**config.mk**
```make
export PLATFORM = sky130hd
export DESIGN_NAME = fifo_word_packer_flat
export DESIGN_NICKNAME = d
export VERILOG_FILES = /design/src/rtl/fifo_word_packer_pkg.sv /design/src/rtl/fifo_word_packer_if.sv /design/src/rtl/fifo_word_packer_idle_timer.sv /design/src/rtl/fifo_word_packer.sv /design/src/flat_wrapper.sv
export SDC_FILE = /design/constraint.sdc
export NUM_CORES = 1
export LEC_CHECK = 0
export BUFFER_PORTS_ARGS = -buffer_cell sky130_fd_sc_hd__buf_4
export CAP_MARGIN = 20
export CORE_ASPECT_RATIO = 0.6
export CORE_MARGIN = 2
export CORE_UTILIZATION = 37
export DETAILED_ROUTE_END_ITERATION = 16
export GPL_ROUTABILITY_DRIVEN = 0
export GPL_TIMING_DRIVEN = 0
export SLEW_MARGIN = 20
export SYNTH_ARGS = -nofsm -noshare
export SYNTH_HDL_FRONTEND = slang
export SYNTH_SLANG_ARGS = --single-unit
```
**constraint.sdc**
```tcl
create_clock -name rd_clk -period 4.4 [get_ports rd_clk]
set_input_delay 0.66 -clock rd_clk [delete_from_list [all_inputs] [get_ports rd_clk]]
set_output_delay 0.66 -clock rd_clk [all_outputs]
set_load 0.05 [all_outputs]
```
**src/rtl/fifo_word_packer_pkg.sv**
```systemverilog
// Shared types and widths for the byte-to-word packer slice.
// Latency: n/a (types, constants and one pure helper function only).
// Backpressure: n/a.
// Contents: pack_state_t FSM encoding, BYTE_W/WORD_W/CNT_W widths and
// lane_insert(), which writes one byte into a chosen lane of a word.
package fifo_pkg;

  localparam int BYTE_W = 8;
  localparam int WORD_W = 32;
  localparam int CNT_W  = 2;

  typedef enum logic {
    FILL = 1'b0,
    HOLD = 1'b1
  } pack_state_t;

  // Little-endian lane placement: lane 0 is bits [7:0].
  function automatic logic [WORD_W-1:0] lane_insert(
    input logic [WORD_W-1:0] word,
    input logic [CNT_W-1:0]  lane,
    input logic [BYTE_W-1:0] data
  );
    logic [WORD_W-1:0] w;
    w = word;
    w[{lane, 3'b000} +: BYTE_W] = data;
    return w;
  endfunction

endpackage

```
**src/rtl/fifo_word_packer_if.sv**
```systemverilog
// Bundles the FIFO read port and the word valid/ready port of the packer.
// Latency: n/a (wires only).
// Backpressure: word_ready from the sink; the FIFO side is throttled by rd.
// Signals: rd/empty/data_in (show-ahead FIFO read port),
// word_out/word_bytes/word_valid/word_ready (word sink).
// Modports: master = the packer, slave = the FIFO plus sink around it.
interface fifo_word_packer_if;
  import fifo_pkg::*;

  logic              rd;
  logic              empty;
  logic [BYTE_W-1:0] data_in;
  logic [WORD_W-1:0] word_out;
  logic [2:0]        word_bytes;
  logic              word_valid;
  logic              word_ready;

  modport master (
    output rd,
    input  empty,
    input  data_in,
    output word_out,
    output word_bytes,
    output word_valid,
    input  word_ready
  );

  modport slave (
    input  rd,
    output empty,
    output data_in,
    input  word_out,
    input  word_bytes,
    input  word_valid,
    output word_ready
  );

endinterface

```
**src/rtl/fifo_word_packer_idle_timer.sv**
```systemverilog
// Saturating idle counter; flags expiry on the TIMEOUT-th consecutive idle cycle.
// Latency: expired is combinational on the cycle the count reaches TIMEOUT.
// Backpressure: none; clr wins over inc.
// Ports: rd_clk, reset (sync, active-high), clr, inc, expired.
module pack_idle_timer #(
  parameter int TIMEOUT = 16
) (
  input  logic rd_clk,
  input  logic reset,
  input  logic clr,
  input  logic inc,
  output logic expired
);

  localparam int CW = $clog2(TIMEOUT + 1);

  logic [CW-1:0] cnt;

  always_ff @(posedge rd_clk) begin
    if (reset || clr) begin
      cnt <= '0;
    end else if (inc && (cnt != CW'(TIMEOUT))) begin
      cnt <= cnt + CW'(1);
    end
  end

  // cnt holds the idle cycles already seen; this cycle is the TIMEOUT-th.
  assign expired = inc && (cnt == CW'(TIMEOUT - 1));

endmodule

```
**src/rtl/fifo_word_packer.sv**
```systemverilog
// Pops a show-ahead byte FIFO and packs 4 bytes little-endian into a 32-bit word.
// Latency: word_valid rises 4 cycles after the first pop at full rate; 1 byte/cycle sustained.
// Backpressure: a stalled sink holds the word and drops rd; no byte is lost or duplicated.
// Ports: rd_clk, reset (sync, active-high), bus (fifo_word_packer_if.master).
// Option: define FLUSH_TIMEOUT_EN to flush a partial word after TIMEOUT idle cycles.
module fifo_word_packer
  import fifo_pkg::*;
#(
  parameter int BYTES_PER_WORD = 4,
  parameter int TIMEOUT        = 16
) (
  input  logic                 rd_clk,
  input  logic                 reset,
  fifo_word_packer_if.master   bus
);

  localparam logic [CNT_W-1:0] LAST_LANE  = CNT_W'(BYTES_PER_WORD - 1);
  localparam logic [2:0]       FULL_BYTES = 3'(BYTES_PER_WORD);

  pack_state_t       state;
  logic [CNT_W-1:0]  byte_cnt;
  logic [WORD_W-1:0] word_q;
  logic [2:0]        bytes_q;
  logic              valid_q;
  logic              accept;
  logic              pop;

  assign accept = (state == HOLD) && bus.word_ready;
  // Popping while the held word leaves lets the next word start with no bubble.
  assign pop    = !reset && !bus.empty && ((state == FILL) || accept);

  assign bus.rd         = pop;
  assign bus.word_out   = word_q;
  assign bus.word_bytes = bytes_q;
  assign bus.word_valid = valid_q;

`ifdef FLUSH_TIMEOUT_EN
  logic idle;
  logic flush;

  // Idle means a partial word is waiting and nothing arrived this cycle.
  assign idle = (state == FILL) && (byte_cnt != '0) && !pop;

  pack_idle_timer #(
    .TIMEOUT (TIMEOUT)
  ) u_idle_timer (
    .rd_clk  (rd_clk),
    .reset   (reset),
    .clr     (!idle),
    .inc     (idle),
    .expired (flush)
  );
`else
  logic unused_timeout;
  assign unused_timeout = (TIMEOUT != 0);
`endif

  always_ff @(posedge rd_clk) begin
    if (reset) begin
      state    <= FILL;
      byte_cnt <= '0;
      word_q   <= '0;
      bytes_q  <= '0;
      valid_q  <= 1'b0;
    end else begin
      case (state)
        FILL: begin
          if (pop) begin
            word_q   <= lane_insert(word_q, byte_cnt, bus.data_in);
            byte_cnt <= byte_cnt + CNT_W'(1);
            if (byte_cnt == LAST_LANE) begin
              state   <= HOLD;
              valid_q <= 1'b1;
              bytes_q <= FULL_BYTES;
            end
          end
`ifdef FLUSH_TIMEOUT_EN
          else if (flush) begin
            // Upper lanes were never written, so they are already zero.
            state    <= HOLD;
            valid_q  <= 1'b1;
            bytes_q  <= {1'b0, byte_cnt};
            byte_cnt <= '0;
          end
`endif
        end
        HOLD: begin
          if (bus.word_ready) begin
            state   <= FILL;
            valid_q <= 1'b0;
            bytes_q <= '0;
            if (pop) begin
              word_q   <= lane_insert('0, '0, bus.data_in);
              byte_cnt <= CNT_W'(1);
            end else begin
              word_q   <= '0;
              byte_cnt <= '0;
            end
          end
        end
        default: state <= FILL;
      endcase
    end
  end

endmodule

```
**src/flat_wrapper.sv**
```systemverilog
// flat-port wrapper written by rule: the top's interface ports become plain ports
module fifo_word_packer_flat import fifo_pkg::*;
#(
  parameter int BYTES_PER_WORD = 4,
  parameter int TIMEOUT        = 16
)
  (rd_clk, reset, bus_rd, bus_empty, bus_data_in, bus_word_out, bus_word_bytes, bus_word_valid, bus_word_ready);
  fifo_word_packer_if bus_i ();
  input  logic rd_clk;
  input  logic reset;
  output wire logic [$bits(bus_i.rd)-1:0] bus_rd;
  input wire logic [$bits(bus_i.empty)-1:0] bus_empty;
  input wire logic [$bits(bus_i.data_in)-1:0] bus_data_in;
  output wire logic [$bits(bus_i.word_out)-1:0] bus_word_out;
  output wire logic [$bits(bus_i.word_bytes)-1:0] bus_word_bytes;
  output wire logic [$bits(bus_i.word_valid)-1:0] bus_word_valid;
  input wire logic [$bits(bus_i.word_ready)-1:0] bus_word_ready;
  assign bus_rd = bus_i.rd;
  assign bus_i.empty = bus_empty;
  assign bus_i.data_in = bus_data_in;
  assign bus_word_out = bus_i.word_out;
  assign bus_word_bytes = bus_i.word_bytes;
  assign bus_word_valid = bus_i.word_valid;
  assign bus_i.word_ready = bus_word_ready;
  fifo_word_packer #(.BYTES_PER_WORD(BYTES_PER_WORD), .TIMEOUT(TIMEOUT)) u_core (.rd_clk(rd_clk), .reset(reset), .bus(bus_i));
endmodule
```
* Word-level counts from Yosys, hierarchy flattened *
Cells that the tools add are included.

cells by class
  add/sub/neg operators = 2
  eq/ne operators = 4
  shift-type cells = 2
  mux-type cells = 21
  bitwise logic cells = 1
  reductions and logical operators = 8

operators with widths
  operator                count
  $mux 32                 2
  $pmux 32 s2             1
  $bwmux 32               1
  $shift 8x7->32 const A  1
  $shiftx 8x7->32         1
  $mux 3                  3
  $mux 8                  1
  $mux 1                  7
  $neg 5->7               1
  $ne 2x2->1 const B      3
  $pmux 3 s2              1
  $mux 2                  2
  $pmux 1 s2              2
  $pmux 2 s2              1
  $logic_and 1x1->1       3
  $reduce_and 3->1        1
  $add 2x1->2 const B     1
  $eq 2x2->1 const B      1
  $logic_not 1->1         2
  $reduce_and 2->1        1
  $logic_or 1x1->1        1
  $not 1->1               1

storage, ports and cells
  register bits after elaboration = 39
  bits of input ports = 12
  output and inout port bits = 37
  word-level logic and storage cells = 43

* Logic depth before layout (Yosys ltp) *
  depth in word-level cells = 6
  depth in mapped cells = 8

* Worst setup path after synthesis *
OpenSTA, ideal clock, no wires.

  path type = in2out
  start = input port reset
  end = output port bus_rd
  arrival = 2.293 ns
  required time = 3.740 ns
  path slack = 1.447 ns
  cell stages on the path = 4
  cells stage by stage = buf_2 -> buf_2 -> buf_1 -> nor3_1

between the ends
  cells in the longest elaborated chain, start to end = 3

RTL lines
  element                          line                    source
  start: declaration               flat_wrapper.sv:10      input logic reset;
  $logic_not 1->1                  fifo_word_packer.sv:30  assign pop = !reset && !bus.empty && ((state == FILL) || accept);
  $logic_and 1x1->1 (2 in series)  fifo_word_packer.sv:30
  end: declaration                 flat_wrapper.sv:11      output wire logic [$bits(bus_i.rd)-1:0] bus_rd;

No other way between the ends.

* Worst setup path in the final report *
Same ends and word-level chain as after synthesis.

==> run summary <==
Status - complete, no violations
VDD IR max - 0.000132 V
H-tree Lvls - 2
Die width - 92.5 um
Layout cells sized above 1 - 28.0%
Worst-path maximum fanout - 10
Number of synthesized register bits - 36
Largest net degree at the start of global routing - 11
Setup TNS - 0 ps
Clk slew on worst S/H paths - 70 ps
DRC viols - 0
Worst skew pair latency - 290 ps
Pre-CTS worst setup slack - 1870 ps
Cell taking the most area after synthesis - dfxtp_1
Pwr Density - 305 nW/um^2
Setup Viol. Count Final - 0
CP endpoint kind - primary output
Post-layout nets - 262
Worst-Margin Slew - 693 ps
CTS tree - yes
Root Driver - clkbuf_8
Post-route ant nets - 0
DR WL/cell - 15.7 um
Type of origin of the critical path - primary input
DR iter-0 viols - 81
Final WL - 4.84 mm
CTS Buf Count - 5
Synthesized cell area - 1740 sq um
Vias post-DR - 1655
YS warnings - 0
# port buffers - 45
Primary FF master, synth - dfxtp_1
Leading post-synthesis cells by cell area - dfxtp_1, nand3_1, o21ai_0, o2111ai_1, o32ai_1
MaxCap Viol Count - 0
Crit share post-route - 57.6%
Share of flip-flops with an asynchronous set or reset - 0%
RSZ-0062 raised after global routing - no
CTS hold repair buffers - 0
Design Power - 0.686 mW
Global-route wire length before repair - 7.76 mm
Setup Buffers After CTS - 0
Max_slew headroom - 53.8%
Slack of the critical path - 1860 ps
Post-synthesis average cell area - 9.06 sq um
GRT Util Overall - 19.2%
Detailed Place HPWL - 3.39 mm
Max Used Layer - met4
Area Overhead vs Synth - 29.4%
Top-area cell type share of the netlist area - 41.4%
Critical path type - primary input to primary output
Register area share after synthesis - 41.4%
Vias in the first global route - 1477
Leak - 0.856 nW
Core Box Area - 4540 sq um
Clk_skew - 8.26 ps
Cell Rows - 19
Sink Count - 36
Die Span Y - 57.1 um
Max Root-Sink Buffers - 2
Full die area - 5280 sq um
Worst hold path class - register to register
Crit path DAT - 1880 ps
Grt ovf - 0
N_diodes - 0
Flop-to-flop setup slack - 2060 ps
Wl on met1 - 2.52 mm
Mapped Cells - 192
Met3 Routed Length - 360 um
Via density - 5.36
Post-synth EDFFs - 0
Count of pins over their slew limit - 0
Peak Freq - 394 MHz
Initial core utilization - 38.3%
Iteration count of the initial detailed-routing pass - 4
Final Hold Viols - 0
Critical Path RT - 3740 ps
Minimum clock period - 2540 ps
Post-CTS sizing - 0
Antenna violations before repair - 0
I/O pins - 49
Yosys cell types - 39
DR WL met2 - 1.92 mm
## cell families after synthesis
kind of cell	count (synthesis)	share of synthesized area (%)
compound gates	56	21.7
fa+ha+maj	5	3.60
mux	1	0.576
simple gates	61	23.7
other cells	1	0.216
buf+inv	32	8.78
flops	36	41.4
## cell usage after synthesis (2+ instances only)
library cell	instances
nand4_1	2
buf_4	4
dfxtp_1	36
nor2b_1	6
o21ai_0	18
a22oi_1	2
nand2_1	4
buf_1	2
ha_1	5
o2111ai_1	9
a31o_1	6
a21oi_1	10
nor2_1	5
clkbuf_1	5
buf_2	8
inv_1	12
nor4b_1	6
nor4b_4	2
nand3_1	23
o32ai_1	8
## final cells by class
cell class                      count  area [sq um]
Clock buffer                        8          90.1
Tap cell                           63          78.8
Fill cell                         452          2290
Sequential cell                    36           721
Inverter                           12          45.0
Multi-Input combinational cell    125           870
Buffer                             20           108
Timing Repair Buffer               45           338
## layer usage
metal	vias up	GRT usage, %
li1	815	-
met5	-	0
met4	0	4.48
met3	6	4.49
met1	771	30.5
met2	63	25.8
## sequential cells by signal (all words and copies together) (netlist names)
signal                 flops
u_core.bus.word_bytes      1
u_core.bus.word_out       32
u_core.byte_cnt            2
u_core.state               1
## report_power, final
| group | leakage (nW) | switching [mW] | internal (mW) |
|---|---|---|---|
| logic | 0.520 | 0.0700 | 0.0330 |
| clock network | 0.0455 | 0.120 | 0.128 |
| registers | 0.291 | 0.00385 | 0.331 |
## final timing paths
check,startpoint,endpoint,cells past startpoint
max,reset,bus_rd,5
min,u_core.bus.word_out[19],u_core.bus.word_out[19],2
max reg2reg,u_core.byte_cnt[0],u_core.bus.word_out[1],6
min reg2reg,u_core.bus.word_out[19],u_core.bus.word_out[19],2
## worst max-delay path, stage by stage
cell and delay, ps:
buf_2 210, buf_2 270, buf_1 400, nor3_1 120, buf_4 210
## metrics by stage
stage	hold WS (ps)	cell area, sq um	util, %	instances
after CTS	469	2250	49.5	309
after global placement	447	2160	47.6	301
after global routing	488	2250	49.5	309
after floorplan	487	1740	-	193
final	468	2250	49.5	309
after detailed placement	454	2160	47.6	301
## placed cells by master (no fill, tap or decap), drive strengths merged
cell | netlist | final
conb | 1 | 2
or2 | 3 | 3
o32ai | 8 | 8
buf | 15 | 60
o2111ai | 9 | 9
a21oi | 10 | 10
nand4 | 2 | 2
nor4b | 9 | 9
a31o | 6 | 6
o21ai | 19 | 19
inv | 12 | 12
a22oi | 2 | 2
a32oi | 1 | 1
nor3 | 1 | 1
dfxtp | 36 | 36
nor2 | 5 | 5
nand3 | 23 | 23
nor4bb | 1 | 1
and3 | 1 | 1
nor2b | 6 | 6
and4b | 1 | 1
or4b | 1 | 1
nand2 | 4 | 4
nor3b | 2 | 2
and2 | 1 | 1
and4bb | 1 | 1
mux2i | 1 | 1
ha | 5 | 5
clkbuf | 5 | 13
a31oi | 1 | 1
(Power assumes the default switching activity.)
